$ cat config.mk
export PLATFORM = sky130hd
export DESIGN_NAME = srbank_arbiter
export DESIGN_NICKNAME = d
export VERILOG_FILES = /design/src/rtl/srbank_arbiter.sv
export SDC_FILE = /design/constraint.sdc
export NUM_CORES = 1
export LEC_CHECK = 0
export ABC_AREA = 0
export CAP_MARGIN = 25
export CORE_ASPECT_RATIO = 1.5
export CORE_MARGIN = 2
export CORE_UTILIZATION = 36
export DETAILED_ROUTE_END_ITERATION = 6
export DONT_BUFFER_PORTS = 1
export HOLD_SLACK_MARGIN = 0.1
export PLACE_DENSITY = 0.56
export SLEW_MARGIN = 15
export SYNTH_ARGS = -nofsm -noshare
export SYNTH_HDL_FRONTEND = slang
export SYNTH_SLANG_ARGS = --single-unit
$ cat constraint.sdc
create_clock -name clk -period 1.63 [get_ports clk]
set_input_delay 0.163 -clock clk [delete_from_list [all_inputs] [get_ports clk]]
set_output_delay 0.163 -clock clk [all_outputs]
set_load 0.03 [all_outputs]
$ cat src/rtl/srbank_arbiter.sv
// rtl/srbank_arbiter.sv - two-requester round-robin sequencer owning a WIDTH-bit SR storage bank
// Converts D/T/JK/SR operations into per-bit set/reset drives and applies them one transaction at a time.
module srbank_arbiter #(
   parameter int WIDTH = 4
) (
   input  logic             clk,
   input  logic             rst,
   input  logic             req0,
   input  logic [1:0]       op0,
   input  logic [WIDTH-1:0] a0,
   input  logic [WIDTH-1:0] b0,
   output logic             ack0,
   input  logic             req1,
   input  logic [1:0]       op1,
   input  logic [WIDTH-1:0] a1,
   input  logic [WIDTH-1:0] b1,
   output logic             ack1,
   output logic [WIDTH-1:0] q,
   output logic             busy,
   output logic             err,
   input  logic             err_clr,
   output logic             last_grant
);

   typedef enum logic [1:0] {
      S_IDLE  = 2'd0,
      S_APPLY = 2'd1,
      S_ACK   = 2'd2
   } state_t;

   localparam logic [1:0] OP_D  = 2'b00;
   localparam logic [1:0] OP_T  = 2'b01;
   localparam logic [1:0] OP_JK = 2'b10;
   localparam logic [1:0] OP_SR = 2'b11;

   state_t           state_q, state_d;
   logic [1:0]       op_q, op_d;
   logic [WIDTH-1:0] a_q, a_d;
   logic [WIDTH-1:0] b_q, b_d;
   logic [WIDTH-1:0] q_q, q_d;
   logic             gnt_q, gnt_d;
   logic             last_grant_q, last_grant_d;
   logic             busy_q, busy_d;
   logic             err_q, err_d;
   logic             ack0_q, ack0_d;
   logic             ack1_q, ack1_d;

   logic [WIDTH-1:0] s_vec;
   logic [WIDTH-1:0] r_vec;
   logic             pick;
   logic             err_set;

   // Per-bit set/reset drives derived from the latched operation and the current bank.
   always_comb begin
      s_vec = '0;
      r_vec = '0;
      case (op_q)
         OP_D: begin
            s_vec = a_q;
            r_vec = ~a_q;
         end
         OP_T: begin
            s_vec = a_q & ~q_q;
            r_vec = a_q & q_q;
         end
         OP_JK: begin
            s_vec = a_q & ~q_q;
            r_vec = b_q & q_q;
         end
         OP_SR: begin
            s_vec = a_q;
            r_vec = b_q;
         end
         default: begin
            s_vec = '0;
            r_vec = '0;
         end
      endcase
   end

   always_comb begin
      state_d      = state_q;
      op_d         = op_q;
      a_d          = a_q;
      b_d          = b_q;
      q_d          = q_q;
      gnt_d        = gnt_q;
      last_grant_d = last_grant_q;
      busy_d       = busy_q;
      ack0_d       = 1'b0;
      ack1_d       = 1'b0;
      err_set      = 1'b0;
      pick         = 1'b0;

      case (state_q)
         S_IDLE: begin
            busy_d = 1'b0;
            if (req0 || req1) begin
               pick         = (req0 && req1) ? ~last_grant_q : req1;
               gnt_d        = pick;
               last_grant_d = pick;
               op_d         = pick ? op1 : op0;
               a_d          = pick ? a1  : a0;
               b_d          = pick ? b1  : b0;
               busy_d       = 1'b1;
               state_d      = S_APPLY;
            end
         end
         S_APPLY: begin
            // S=R=1 falls into the hold term, so a conflicting bit keeps its value.
            q_d     = (q_q & ~(r_vec & ~s_vec)) | (s_vec & ~r_vec);
            err_set = (op_q == OP_SR) && |(a_q & b_q);
            state_d = S_ACK;
         end
         S_ACK: begin
            ack0_d  = ~gnt_q;
            ack1_d  = gnt_q;
            busy_d  = 1'b0;
            state_d = S_IDLE;
         end
         default: begin
            busy_d  = 1'b0;
            state_d = S_IDLE;
         end
      endcase

      err_d = (err_q && !err_clr) || err_set;
   end

   always_ff @(posedge clk or posedge rst) begin
      if (rst) begin
         state_q      <= S_IDLE;
         op_q         <= '0;
         a_q          <= '0;
         b_q          <= '0;
         q_q          <= '0;
         gnt_q        <= 1'b0;
         last_grant_q <= 1'b1;
         busy_q       <= 1'b0;
         err_q        <= 1'b0;
         ack0_q       <= 1'b0;
         ack1_q       <= 1'b0;
      end else begin
         state_q      <= state_d;
         op_q         <= op_d;
         a_q          <= a_d;
         b_q          <= b_d;
         q_q          <= q_d;
         gnt_q        <= gnt_d;
         last_grant_q <= last_grant_d;
         busy_q       <= busy_d;
         err_q        <= err_d;
         ack0_q       <= ack0_d;
         ack1_q       <= ack1_d;
      end
   end

   assign q          = q_q;
   assign busy       = busy_q;
   assign err        = err_q;
   assign ack0       = ack0_q;
   assign ack1       = ack1_q;
   assign last_grant = last_grant_q;

endmodule

### Word-level counts from Yosys, hierarchy flattened

Index checks and enable logic that the tools add are counted.

* output and inout port bits: 9
* register bits: 22

* reduce and logical (&&, ||, !) cells: 12
* mux-type cells: 13
* equality and inequality tests: 6
* bitwise operators: 15

Operator list (count)
* 4-bit bitwise AND: 7
* 4-bit inverter: 5
* 4-bit case mux with 4 select lines: 1
* 4-bit 2-to-1 mux: 2
* 4-bit case mux with 2 select lines: 1
* 2-bit == test (second input constant): 3
* 1-bit 2-to-1 mux: 5
* 2-bit by 1-bit == test with 1-bit output (second input constant): 2
* 2-bit logical NOT: 2
* 2-bit 2-to-1 mux: 2
* 4-bit OR: 1
* 2-bit case mux with 2 select lines: 1
* 2-bit OR reduction: 2
* 4-bit OR reduction: 1
* 1-bit logical AND: 3
* 1-bit logical OR: 2
* 2-bit inequality test (second input constant): 1
* 1-bit inverter: 2
* 1-bit case mux with 2 select lines: 1
* 2-bit AND reduction: 1
* 1-bit logical NOT: 1

### Depth between registers and ports, before layout

Gate-level depths: netlist of the first run.

* depth in word-level cells: 8
* mapped depth: 6

### Least setup slack after synthesis of the first run

Ideal clock, no wire load.

* path kind: reg2reg
* from: reg last_grant_q (netlist: last_grant)
* to: reg a_q[3]
* buffers on the path: 1
* arrival: 1.409 ns
* stages on the path, launching flop included: 5
* setup time: 0.125 ns
* required time: 1.505 ns
* slack: 0.096 ns
* cell sequence: dfstp_2 -> a21boi_2 -> buf_6 -> mux2_4 -> mux2_2

* word-level cells in the longest chain between the ends: 3

Ends and longest elaborated chain
* start: declaration: line 42 `logic last_grant_q, last_grant_d;`
* start signal: assignment: line 150 `last_grant_q <= last_grant_d;`
* 1-bit inverter: line 99 `pick = (req0 && req1) ? ~last_grant_q : req1;`
* 1-bit 2-to-1 mux: line 99
* 4-bit 2-to-1 mux: line 103 `a_d = pick ? a1 : a0;`
* end signal: assignment: line 134 `a_q <= '0;`
* end signal: assignment: line 146 `a_q <= a_d;`
* end: declaration: line 38 `logic [WIDTH-1:0] a_q, a_d;`

Every way passes these cells.
A chain may end at the register's enable or synchronous reset.

### Worst setup path after layout of the first run

* from: reg state_q[0]
* to: reg last_grant_q (netlist: last_grant)

* word-level cells in the longest chain between the ends: 2

Ends and longest elaborated chain
* start: declaration: line 36 `state_t state_q, state_d;`
* start signal: assignment: line 144 `state_q <= state_d;`
* 2-bit logical NOT: line 95 `case (state_q)`
* 2-bit AND reduction (no source line)

Every way passes these cells.

==> results of run 1 <==
[cell families after synthesis]
| logic type | Yosys count | share of synthesized area (%) |
|---|---|---|
| compound gates | 24 | 13.7 |
| buf+inv | 10 | 4.27 |
| mux | 24 | 24.8 |
| simple gates | 22 | 9.26 |
| flops | 22 | 44.9 |
| fa+ha+maj | 3 | 3.05 |
[routing by layer]
layer	wire, um	vias up
met2	1260	21
li1	-	405
met3	82	4
met4	42	0
met5	0	-
met1	967	435
[critical path, delay by kind of cell (launching register included)]
family          cells  cell delay [ns]
compound gates      2             0.19
buf+inv             2             0.70
simple gates        1             0.15
flops               1             0.43
[power breakdown]
group | switching (mW) | leakage (nW) | internal [mW]
Clock | 0.177 | 0.0288 | 0.215
Sequential | 0.433 | 0.260 | 0.816
Combinational | 0.644 | 0.340 | 0.767
[stage by stage]
stage	total power [mW]	hold WS [ns]	worst slack, ns
2_1_floorplan	2.29	0.151	0.0960
3_3_place_gp	2.58	0.107	0.217
3_5_place_dp	2.64	0.115	0.212
4_1_cts	3.07	0.113	0.0716
5_1_grt	3.31	0.118	0.00130
6_report	3.05	0.110	0.108
[cell usage in the layout, fill, tap and decap left out, types with 5 or more instances in the layout]
master | netlist | layout
dfrtp_1 | 21 | 21
inv_1 | 6 | 6
mux2_4 | 12 | 12
mux2i_1 | 8 | 8
nand2_1 | 8 | 8
o211ai_1 | 5 | 5
[sequential cells by signal (all words and copies together) (netlist names)]
register / flops
a_q: 4
b_q: 4
q: 4
op_q: 2
state_q: 2
ack0: 1
ack1: 1
busy: 1
err: 1
gnt_q: 1
last_grant: 1
[cell type report]
cell class              instances  share of cell area, %
clock buffers                   4                   3.89
inverters                       7                   1.86
multi-input cells              73                   44.3
flip-flops and latches         22                   39.0
well taps                      42                   3.71
repair buffers                  9                   7.24
[what timing repair did]
item	4_1_cts	5_1_grt
gates resized for setup	0	1
setup endpoints to repair	0	1
hold buffers	4	0
endpoints found under the hold margin	24	0
[path summary, 6_finish.rpt]
path | end | startpoint | slack, ns | depth (start not counted)
setup / recovery | last_grant | state_q[0] | 0.11 | 5
hold / removal | op_q[1] | op0[1] | 0.11 | 2
setup reg to reg | last_grant | state_q[0] | 0.11 | 5
hold reg to reg | ack0 | gnt_q | 0.44 | 1
max in group asynchronous | last_grant | rst | 0.99 | 3
min in group asynchronous | state_q[1] | rst | 0.37 | 3
==> flow_summary.toml, run 1 <==
[run_status]
outcome = "complete, no violations"

[global_routing]
grt_pass1_vias = 853
top_usage_layer = "met2"
met1_usage_pct = 17.2
groute.layer.met2.usage_pct = 23.9
grt_max_degree = 23
grt_pass1_wl_um = 4110
antenna_found_initial = 0
overflow = 0
grt_usage_pct = 14.2
met3_usage_pct = 2.55

[min_path]
hold_path_class = "in2reg"

[clock_tree]
cts_tree = "done"
htreeDepth = 1
postCtsSetupRepairBufs = 0
cts_max_path_buffers = 2
cts_root_buf = "clkbuf_8"
insertion_delay_ns = 0.26
cts_made_buffers = 3
clkSinkCount = 22
clk_pin_slew_worst_paths_ns = 0.08

[finish]
antenna_cells = 0
register_area_um2 = 552
layoutNonFillerInstCount = 157
area_growth_syn_to_layout_pct = 15.2
multi_input_area_um2 = 628
fillers = 333
final_layout_size_suffix_gt1_share_pct = 24.3
fin_area_um2 = 1420
nNetsFinal = 144
utilization_pct = 42.3

[yosys]
synth-seq-cells = 22
synth_cell_types = 30
yosysTopAreaCell = "dfrtp_1"
synth_flop_cell = "dfrtp_1"
synth_edf_count = 0
synth.area.top_cells = "dfrtp_1 (43%), mux2_4 (15%), mux2i_1 (6.5%), mux2_2 (3.7%), ha_1 (3.1%)"
synth.top_cell.area_share_pct = 42.7
yosysSeqAreaShare_pct = 44.9
syn_nets = 133
post-synth-top-count-cell = "dfrtp_1"
synthCells = 105
syn-cell-area_um2 = 1230
synth.avg_cell_area_um2 = 11.7
yosysWarnings = 0
async_reset_ff_share_pct = 100
synthTopCellsByCount = "dfrtp_1 (21), mux2_4 (12), mux2i_1 (8), nand2_1 (8), inv_1 (6)"

[placement]
postPlaceCellArea_um2 = 1320
place_congestion = 0.789
place_hpwl_um = 1800
port_buffers = 0
dp_cells = 149

[die]
die_area_um2 = 3910
die_y_um = 75.6
coreArea_um2 = 3350
io_pins = 34
rows = 26
start_util_pct = 36.7
fp.dieW_um = 51.7

[power_and_ir_drop]
vdd_drop_max_uv = 742
p_per_area_nw_per_um2 = 2150
leakage_nw = 0.629

[setup_path]
cpPeakStageDelay_ns = 0.57
critPathLaunchType = "flop"
critPathSlowestCell = "dlygate4sd3_1"
crit_path_cell_trace = "nor2_2, buf_4, a21oi_1, a31oi_1, dlygate4sd3_1"
crit_path_max_fanout = 5
critPathCaptureType = "flop"
required_ns = 1.84
crit_arrival_ns = 1.73
criticalPathCategory = "reg2reg"

[sta]
final_hold_viol_count = 0
fmax_mhz = 657
tightest_slew_ns = 0.403
slew_headroom_pct = 73.1
final_max_slew_viol_count = 0
fin_setup_tns_ns = 0
period_needed_ns = 1.52
finalSetupViolCount = 0
rsz0062_at_grt = "false"
fin_crit_sh_pct = 93.4
clock_skew_ns = 0.00321

[detailed_routing]
via_per_inst = 5.51
drc = 0
first_pass_iters = 4
routedWlPerCell_um = 15.0
drt_wl_total_um = 2360
drtAntennaViolNets = 0
drt_iter0_markers = 24
vias = 865

[run]
cap_violations = 0
No activity file was read; power rests on OpenSTA's default activity.
==> run 2, diff against run 1 <==
ABC_AREA = unset   (was 0)
CAP_MARGIN = 20   (was 25)
==> results of run 2 <==
No change in the layout: final DEF, timing and power equal those of run 1.
